**src/rtl/fetch_unit_if.sv**
```systemverilog
// Instruction-memory request/acknowledge bus between the fetch stage and imem.
// The fetch stage holds req/addr stable until ack; rdata is valid only while ack is high.
interface imem_if #(
  parameter int ADDR_W  = 4,
  parameter int INSTR_W = 8
);
  logic               req;
  logic [ADDR_W-1:0]  addr;
  logic               ack;
  logic [INSTR_W-1:0] rdata;

  modport master (output req, output addr, input ack, input rdata);
  modport slave  (input req, input addr, output ack, output rdata);
endinterface

```
**src/rtl/fetch_unit.sv**
```systemverilog
// Fetch stage of the 4-bit CPU: owns the PC, fetches over imem_if into the IR and
// steps FETCH -> DECODE -> EXECUTE, using the decoder's pc_inc/halt to pick the next PC.
module fetch_unit #(
  parameter int ADDR_W  = 4,
  parameter int INSTR_W = 8
) (
  input  logic              clk,
  input  logic              rst_n,
  imem_if.master            imem,
  output logic [3:0]        opcode,
  output logic [3:0]        operand,
  output logic              instr_valid,
  input  logic              exec_done,
  input  logic              pc_inc,
  input  logic              halt,
  output logic [ADDR_W-1:0] pc,
  output logic              halted
);

  localparam logic [2:0] S_IDLE    = 3'd0;
  localparam logic [2:0] S_FETCH   = 3'd1;
  localparam logic [2:0] S_DECODE  = 3'd2;
  localparam logic [2:0] S_EXECUTE = 3'd3;
  localparam logic [2:0] S_HALTED  = 3'd4;

  logic [2:0]         state;
  logic [INSTR_W-1:0] ir;

  always_ff @(posedge clk or negedge rst_n) begin
    if (!rst_n) begin
      state <= S_IDLE;
      pc    <= '0;
      ir    <= '0;
    end else begin
      case (state)
        S_IDLE:    state <= S_FETCH;
        S_FETCH: begin
          if (imem.ack) begin
            ir    <= imem.rdata;
            state <= S_DECODE;
          end
        end
        S_DECODE:  state <= S_EXECUTE;
        S_EXECUTE: begin
          // halt wins over pc_inc; with neither, the same address is re-fetched
          if (exec_done) begin
            if (halt) begin
              state <= S_HALTED;
            end else begin
              if (pc_inc) pc <= pc + ADDR_W'(1);
              state <= S_FETCH;
            end
          end
        end
        S_HALTED:  state <= S_HALTED;
        default:   state <= S_IDLE;
      endcase
    end
  end

  // Outputs are decoded from state/IR only, so reset clears them without a clock.
  assign imem.req    = (state == S_FETCH);
  assign imem.addr   = pc;
  assign instr_valid = (state == S_DECODE) || (state == S_EXECUTE);
  assign halted      = (state == S_HALTED);
  assign opcode      = ir[INSTR_W-1 -: 4];
  assign operand     = ir[3:0];

endmodule

```
**src/flat_wrapper.sv**
```systemverilog
// flat-port wrapper written by rule: the top's interface ports become plain ports
module fetch_unit_flat 
#(
  parameter int ADDR_W  = 4,
  parameter int INSTR_W = 8
)
  (clk, rst_n, opcode, operand, instr_valid, exec_done, pc_inc, halt, pc, halted, imem_req, imem_addr, imem_ack, imem_rdata);
  imem_if #(.ADDR_W(ADDR_W), .INSTR_W(INSTR_W)) imem_i ();
  input  logic clk;
  input  logic rst_n;
  output logic [3:0] opcode;
  output logic [3:0] operand;
  output logic instr_valid;
  input  logic exec_done;
  input  logic pc_inc;
  input  logic halt;
  output logic [ADDR_W-1:0] pc;
  output logic halted;
  output wire logic [$bits(imem_i.req)-1:0] imem_req;
  output wire logic [$bits(imem_i.addr)-1:0] imem_addr;
  input wire logic [$bits(imem_i.ack)-1:0] imem_ack;
  input wire logic [$bits(imem_i.rdata)-1:0] imem_rdata;
  assign imem_req = imem_i.req;
  assign imem_addr = imem_i.addr;
  assign imem_i.ack = imem_ack;
  assign imem_i.rdata = imem_rdata;
  fetch_unit #(.ADDR_W(ADDR_W), .INSTR_W(INSTR_W)) u_core (.clk(clk), .rst_n(rst_n), .imem(imem_i), .opcode(opcode), .operand(operand), .instr_valid(instr_valid), .exec_done(exec_done), .pc_inc(pc_inc), .halt(halt), .pc(pc), .halted(halted));
endmodule
```
**config.mk**
```make
export PLATFORM = sky130hd
export DESIGN_NAME = fetch_unit_flat
export DESIGN_NICKNAME = d
export VERILOG_FILES = /design/src/rtl/fetch_unit_if.sv /design/src/rtl/fetch_unit.sv /design/src/flat_wrapper.sv
export SDC_FILE = /design/constraint.sdc
export NUM_CORES = 1
export LEC_CHECK = 0
export CAP_MARGIN = 20
export CORE_AREA = 5 5 47 49
export CTS_CLUSTER_SIZE = 20
export DETAILED_ROUTE_END_ITERATION = 10
export DIE_AREA = 0 0 52 54
export GPL_TIMING_DRIVEN = 0
export PLACE_DENSITY = 0.76
export SKIP_CTS_REPAIR_TIMING = 1
export SLEW_MARGIN = 20
export SYNTH_ARGS = -nofsm -noshare
export SYNTH_HDL_FRONTEND = slang
export SYNTH_SLANG_ARGS = --single-unit
```
**constraint.sdc**
```tcl
create_clock -name clk -period 2.3 [get_ports clk]
set_clock_uncertainty 0.2 [all_clocks]
set_input_delay 0.46 -clock clk [delete_from_list [all_inputs] [get_ports clk]]
set_output_delay 0.46 -clock clk [all_outputs]
set_load 0.005 [all_outputs]
```
Word-level counts from Yosys, hierarchy flattened
Cells that the tools add are included.
{"block": "totals", "out_inout_bits": 19, "ff_bits": 15, "input_bits": 14}
{"block": "classes", "n_addsub": 1, "muxes": 4, "eq_ne": 6, "bitwise_logic": 1, "n_reduce_logical": 5}
{"op": "$pmux W3 S5", "count": 1}
{"op": "$mux W3", "count": 3}
{"op": "$eq A3 B2 Y1 const B", "count": 2}
{"op": "$add A4 B1 Y4 const B", "count": 1}
{"op": "$reduce_and A2 Y1", "count": 2}
{"op": "$reduce_and A4 Y1", "count": 1}
{"op": "$eq A3 B1 Y1 const B", "count": 1}
{"op": "$eq A3 B3 Y1 const B", "count": 1}
{"op": "$logic_not A3 Y1", "count": 1}
{"op": "$ne A2 B1 Y1 const B", "count": 1}
{"op": "$ne A2 B2 Y1 const B", "count": 1}
{"op": "$logic_or A1 B1 Y1", "count": 1}
{"op": "$not A1 Y1", "count": 1}

Logic depth before layout (Yosys ltp)
Gate-level depths: netlist of run 1.
{"block": "depth", "ltp_word": 3, "mapped_depth": 4}

Least setup slack after synthesis of run 1
Ideal clock, no wire load.
{"block": "synth_timing", "path_type": "register to register", "start": "register u_core.state[2]", "end": "register u_core.pc[1], in the netlist u_core.imem.addr[1]", "slack_ns": 0.769, "path_stages_with_launch": 4, "synth_period_minus_slack_ns": 1.531, "t_arrival_ns": 1.207, "n_path_buf": 0, "cell_sequence": "dfrtp_1 -> nand4b_1 -> nor3_2 -> mux2_2"}
{"block": "synth_via", "elab_chain_len": 2}
{"item": "start, declared", "line": "fetch_unit.sv:26", "text": "logic [2:0] state;"}
{"item": "start signal, assigned", "line": "fetch_unit.sv:31", "text": "state <= S_IDLE;"}
{"item": "start signal, assigned", "line": "fetch_unit.sv:36", "text": "S_IDLE: state <= S_FETCH;"}
{"item": "start signal, assigned", "line": "fetch_unit.sv:40", "text": "state <= S_DECODE;"}
{"item": "$eq A3 B2 Y1", "line": "fetch_unit.sv:35", "text": "case (state)"}
{"item": "$reduce_and A4 Y1 (no line)"}
{"item": "end signal, assigned", "line": "fetch_unit.sv:50", "text": "if (pc_inc) pc <= pc + ADDR_W'(1);"}
{"item": "end, declared", "line": "fetch_unit.sv:16", "text": "output logic [ADDR_W-1:0] pc,"}
No other way between the ends.
A chain may end at the register's enable or synchronous reset.

Worst setup path after layout of run 1
{"block": "layout_timing", "start": "register u_core.state[0]", "end": "output port halted"}
{"block": "layout_via", "elab_chain_len": 1}
{"item": "$eq A3 B3 Y1", "line": "fetch_unit.sv:65", "text": "assign halted = (state == S_HALTED);"}
{"item": "end, declared", "line": "flat_wrapper.sv:18", "text": "output logic halted;"}
No other way between the ends.

==> results of run 1 <==
[registers in the layout, summed over array words and instances, names as in the netlist]
signal and count:
u_core.imem.addr 4, u_core.ir 8, u_core.state 3
[power breakdown]
part           leakage, nW  total (mW)  switching [mW]  internal (mW)
sequential           0.181       0.490           0.107          0.383
combinational        0.260       0.597           0.178          0.419
clock               0.0150       0.145          0.0780         0.0672
[area by class of cell]
cell class / count / area share
Tap cell: 27 / 0.0317
Buffer: 4 / 0.0282
Sequential cell: 15 / 0.353
Multi-Input combinational cell: 30 / 0.251
Inverter: 3 / 0.0106
Clock buffer: 4 / 0.0246
Timing Repair Buffer: 32 / 0.300
[worst max-delay path by stage]
stage,start,end
3_3_place_gp,exec_done,u_core.imem.addr[1]
2_1_floorplan,u_core.state[2],u_core.imem.addr[1]
5_1_grt,u_core.state[0],halted
4_1_cts,u_core.state[2],halted
6_report,u_core.state[0],halted
3_5_place_dp,exec_done,u_core.imem.addr[1]
[routing by layer]
layer | GRT usage | wire length [um] | part of all wire
met4 | 0.0393 | 0 | 0
met1 | 0.123 | 579 | 0.41
met5 | 0 | 0 | 0
met3 | 0.0637 | 210 | 0.15
met2 | 0.172 | 608 | 0.43
[per-stage QoR]
step	worst slack [ns]	instance area [um^2]	hold slack, ns
after floorplan	0.769	679	-0.0356
after global placement	0.235	1030	0.279
after detailed placement	0.201	1030	0.280
after CTS	-0.0225	1060	0.296
after global routing	0.0306	1070	0.327
final	0.107	1070	0.289
[cell usage after synthesis]
master and n:
dfrtp_1 15, mux2_2 9, buf_4 4, inv_1 3, xor2_1 3, a21oi_1 2, nand2_1 2, nand3_1 2
nor3b_1 2, a41o_1 1, and2b_2 1, ha_1 1, nand3b_1 1, nand4b_1 1, nor2_4 1, nor3_2 1
nor4_1 1, nor4_2 1, o21ai_0 1
[logic make-up after synthesis]
logic type      count (synthesis)  synth area share
buf+inv                         7            0.0608
fa+ha+maj                       1            0.0184
xor+xnor                        3            0.0387
compound gates                  4            0.0368
flops                          15             0.552
simple gates                   13             0.144
mux                             9             0.149
==> impl_metrics.tcl, run 1 <==
set metrics [dict create \
    chipWidth_um 52 \
    num-fill-cells 158 \
    gp_congestion 0.683 \
    drc 0 \
    area_delta_synth_final_pct 56.9 \
    critPathCaptureType "output pin" \
    setup_tns_ns 0 \
    reg2reg_from "u_core.state[1]" \
    syn-instance-count 52 \
    ctsLongestPathBuffers 2 \
    grt_max_degree 16 \
    p_per_area_nw_per_um2 1160 \
    synth_top_area_share 0.552 \
    crit_slowest_cell "clkdlybuf4s50_1" \
    tightest_slew_ns 0.656 \
    yosys.area.top_type "dfrtp_1" \
    period_minus_slack_ns 2.19 \
    grt_pass1_vias 569 \
    final_util 0.585 \
    vias 525 \
    port_buffers 32 \
    htree_num_levels 1 \
    firstDrtPassIters 4 \
    critPathRequiredTime_ns 1.64 \
    cts_root_buf "clkbuf_4" \
    drt.antenna.violating_nets 0 \
    min-delay-start "u_core.imem.addr[3]" \
    multiInputGateArea_um2 268 \
    worstHoldPathType "reg2reg" \
    final_common_cell "clkdlybuf4s50_1" \
    cts_inserted_buffers 3 \
    ios 33 \
    rsz0062_at_grt "no" \
    holdPathEnd "u_core.imem.addr[3]" \
    routed_via_density 4.57 \
    max_slew_margin 0.561 \
    mostFrequentLayoutCells "clkdlybuf4s50_1 (32), dfrtp_1 (14), mux2_2 (9)" \
    grt_usage 0.109 \
    ff2ff_path_depth 3 \
    dieArea_um2 2810 \
    layout.cells.non_filler 115 \
    num_rows 16 \
    crit_family "buffers and inverters" \
    postSynthAreaPerCell_um2 13.1 \
    drv_cap 0 \
    slowest_delay_ns 0.54 \
    cts_tree "done" \
    grt_first_pass_wirelength_um 2270 \
    setup_viol 0 \
    cts.sinks 15 \
    ys_types 19 \
    path_buf_inv 1 \
    diodes 0 \
    r2r_setup_slack_ns 0.66 \
    r2r_end "u_core.ir[1]" \
    slew_viol_final 0 \
    gr-total-overflow 0 \
    clk_pin_slew_ns 0.09 \
    yosysWarnings 0 \
    worst_skew_pair.late_latency_ns 0.28 \
    die_y_um 54 \
    ys_top_cells_by_area "dfrtp_1 (55%), mux2_2 (15%), buf_4 (4.4%)" \
    path_cells "nor3b_2 > clkdlybuf4s50_1" \
    syn_area_um2 679 \
    status "completed" \
    period_share 0.954 \
    antenna_found_initial 0 \
    start_util 0.373 \
    criticalPathCategory "reg2out" \
    worstPathArrival_ns 1.53 \
    dr.first_iter.drc_count 5 \
    drive_gt1_frac 0.250 \
    fmax_mhz 456 \
    crit_fanout 7 \
    synth_fp_nets 67 \
    synth_seq_area_share 0.552 \
    place_inst 111 \
    power.total_mw 1.23 \
    synth_seq_cells 15 \
    critPathLaunchType "register" \
    path_depth 2 \
    nets 104 \
    wl_per_cell_um 12.2 \
    seq_area_um2 377 \
    final-hold-violation-count 0 \
    wl_um 1400 \
    total_leakage_power_nw 0.457 \
    core-area_um2 1820 \
    vdd_ir_drop_max_v 0.000635 \
    hold_depth 1 \
]
Note: power is estimated with default switching activity, not from simulation.
==> run 2: changes to the inputs <==
- CAP_MARGIN: 20 -> 5
==> results of run 2 <==
The final DEF is identical to that of run 1; final timing and power are the same.
==> run 3: changes to the inputs <==
- CORE_AREA: 5 5 47 49 -> 2 2 44 46
- DIE_AREA: 0 0 52 54 -> 0 0 46 48
==> run 3 against run 2 <==
- combinational power is 3% lower
- clock-buffer cell count stayed put
- largest power group unchanged
- fmax is 0.43% lower
==> impl_metrics.tcl, run 3 (same netlist as run 1, synthesis figures left out) <==
set metrics [dict create \
    critPathLaunchType "register" \
    worstHoldPathType "reg2reg" \
    cts_tree "done" \
    drv_cap 0 \
    r2r_end "u_core.imem.addr[1]" \
    placed_cell_area_um2 1020 \
    grt_first_pass_wirelength_um 2270 \
    grt_usage 0.148 \
    min-delay-start "u_core.imem.addr[3]" \
    clk_pin_slew_ns 0.09 \
    cts_root_buf "clkbuf_4" \
    criticalPathCategory "reg2out" \
    slew_viol_final 0 \
    gr-total-overflow 0 \
    dp_hpwl_um 968 \
    final_util 0.623 \
    cts_inserted_buffers 3 \
    grt_max_degree 16 \
    whs_ns 0.293 \
    dr.first_iter.drc_count 4 \
    die_y_um 48 \
    start_util 0.402 \
    diodes 0 \
    dieArea_um2 2210 \
    chipWidth_um 46 \
    r2r_setup_slack_ns 0.65 \
    setup_viol 0 \
    final_area_um2 1050 \
    gp_congestion 0.741 \
    wl_met1_um 590 \
    max_slew_margin 0.549 \
    crit_fanout 7 \
    routed.top_layer "met3" \
    final_common_cell "clkdlybuf4s50_1" \
    wl_per_cell_um 12.4 \
    cts.sinks 15 \
    worstPathArrival_ns 1.54 \
    largest-register "u_core.ir" \
    area_delta_synth_final_pct 54.9 \
    met3_length_um 124 \
    critPathRequiredTime_ns 1.64 \
    dr_wl_met2_um 583 \
    mostFrequentLayoutCells "clkdlybuf4s50_1 (32), dfrtp_1 (15), mux2_2 (9)" \
    tightest_slew_ns 0.675 \
    antenna_found_initial 0 \
    hold_depth 1 \
    ctsLongestPathBuffers 2 \
    p_per_area_nw_per_um2 1160 \
    holdPathEnd "u_core.imem.addr[3]" \
    drc 0 \
    setup_tns_ns 0 \
    routed_via_density 5.00 \
    status "completed" \
    vias 525 \
    htree_num_levels 1 \
    final-hold-violation-count 0 \
    worst_skew_pair.late_latency_ns 0.28 \
    vdd_ir_drop_max_v 0.000643 \
    reg2reg_from "u_core.state[2]" \
    port_buffers 32 \
    period_minus_slack_ns 2.20 \
    period_share 0.958 \
    ff2ff_path_depth 3 \
    total_leakage_power_nw 0.458 \
    nets 104 \
    drive_gt1_frac 0.239 \
    largest_register_ffs 8 \
    fmax_mhz 454 \
    num_rows 15 \
    firstDrtPassIters 2 \
    grt_pass1_vias 532 \
    critPathCaptureType "output pin" \
    wl_um 1300 \
    drt.antenna.violating_nets 0 \
    ios 33 \
    core-area_um2 1690 \
]
-- run 3: stage by stage --
stage               power [mW]  worst slack (ns)  instances
floorplan                0.723             0.769         52
global placement          1.07             0.228        101
detailed placement        1.08             0.208        101
CTS                       1.24           0.00871        105
global route              1.32         -0.000399        105
finish                    1.22            0.0973        105
-- run 3: critical path: stages, from the launching register on --
cell	delay [ns]
dfrtp_1	0.49
nor3b_2	0.24
clkdlybuf4s50_1	0.53
-- run 3: report_power, final --
part	total, mW	switching [mW]	internal, mW
combinational	0.581	0.163	0.418
clock	0.151	0.0839	0.0672
sequential	0.492	0.109	0.382
total	1.22	0.357	0.867
-- run 3: area by class of cell --
cell class	count	area [um^2]
timing repair buffer	32	320
inverter	3	11.3
multi-input combinational	30	268
fill	143	637
sequential	15	375
clock buffer	4	26.3
buffer	4	30.0
tap	17	21.3
-- run 3: worst max path at each step --
stage,from,to,depth (start not counted),slack (ns)
after floorplan,u_core.state[2],u_core.imem.addr[1],3,0.77
after global placement,exec_done,u_core.imem.addr[1],4,0.23
after detailed placement,exec_done,u_core.imem.addr[1],4,0.21
after CTS,u_core.state[2],halted,2,0.009
after global routing,u_core.state[2],halted,2,-0.0004
final,u_core.state[2],halted,2,0.1
-- run 3: metal layers --
metal / global-route usage / vias to the layer above
met5: 0 / -
met4: 0.0857 / 0
met3: 0.0377 / 0
met2: 0.225 / 26
met1: 0.190 / 250
li1: - / 249
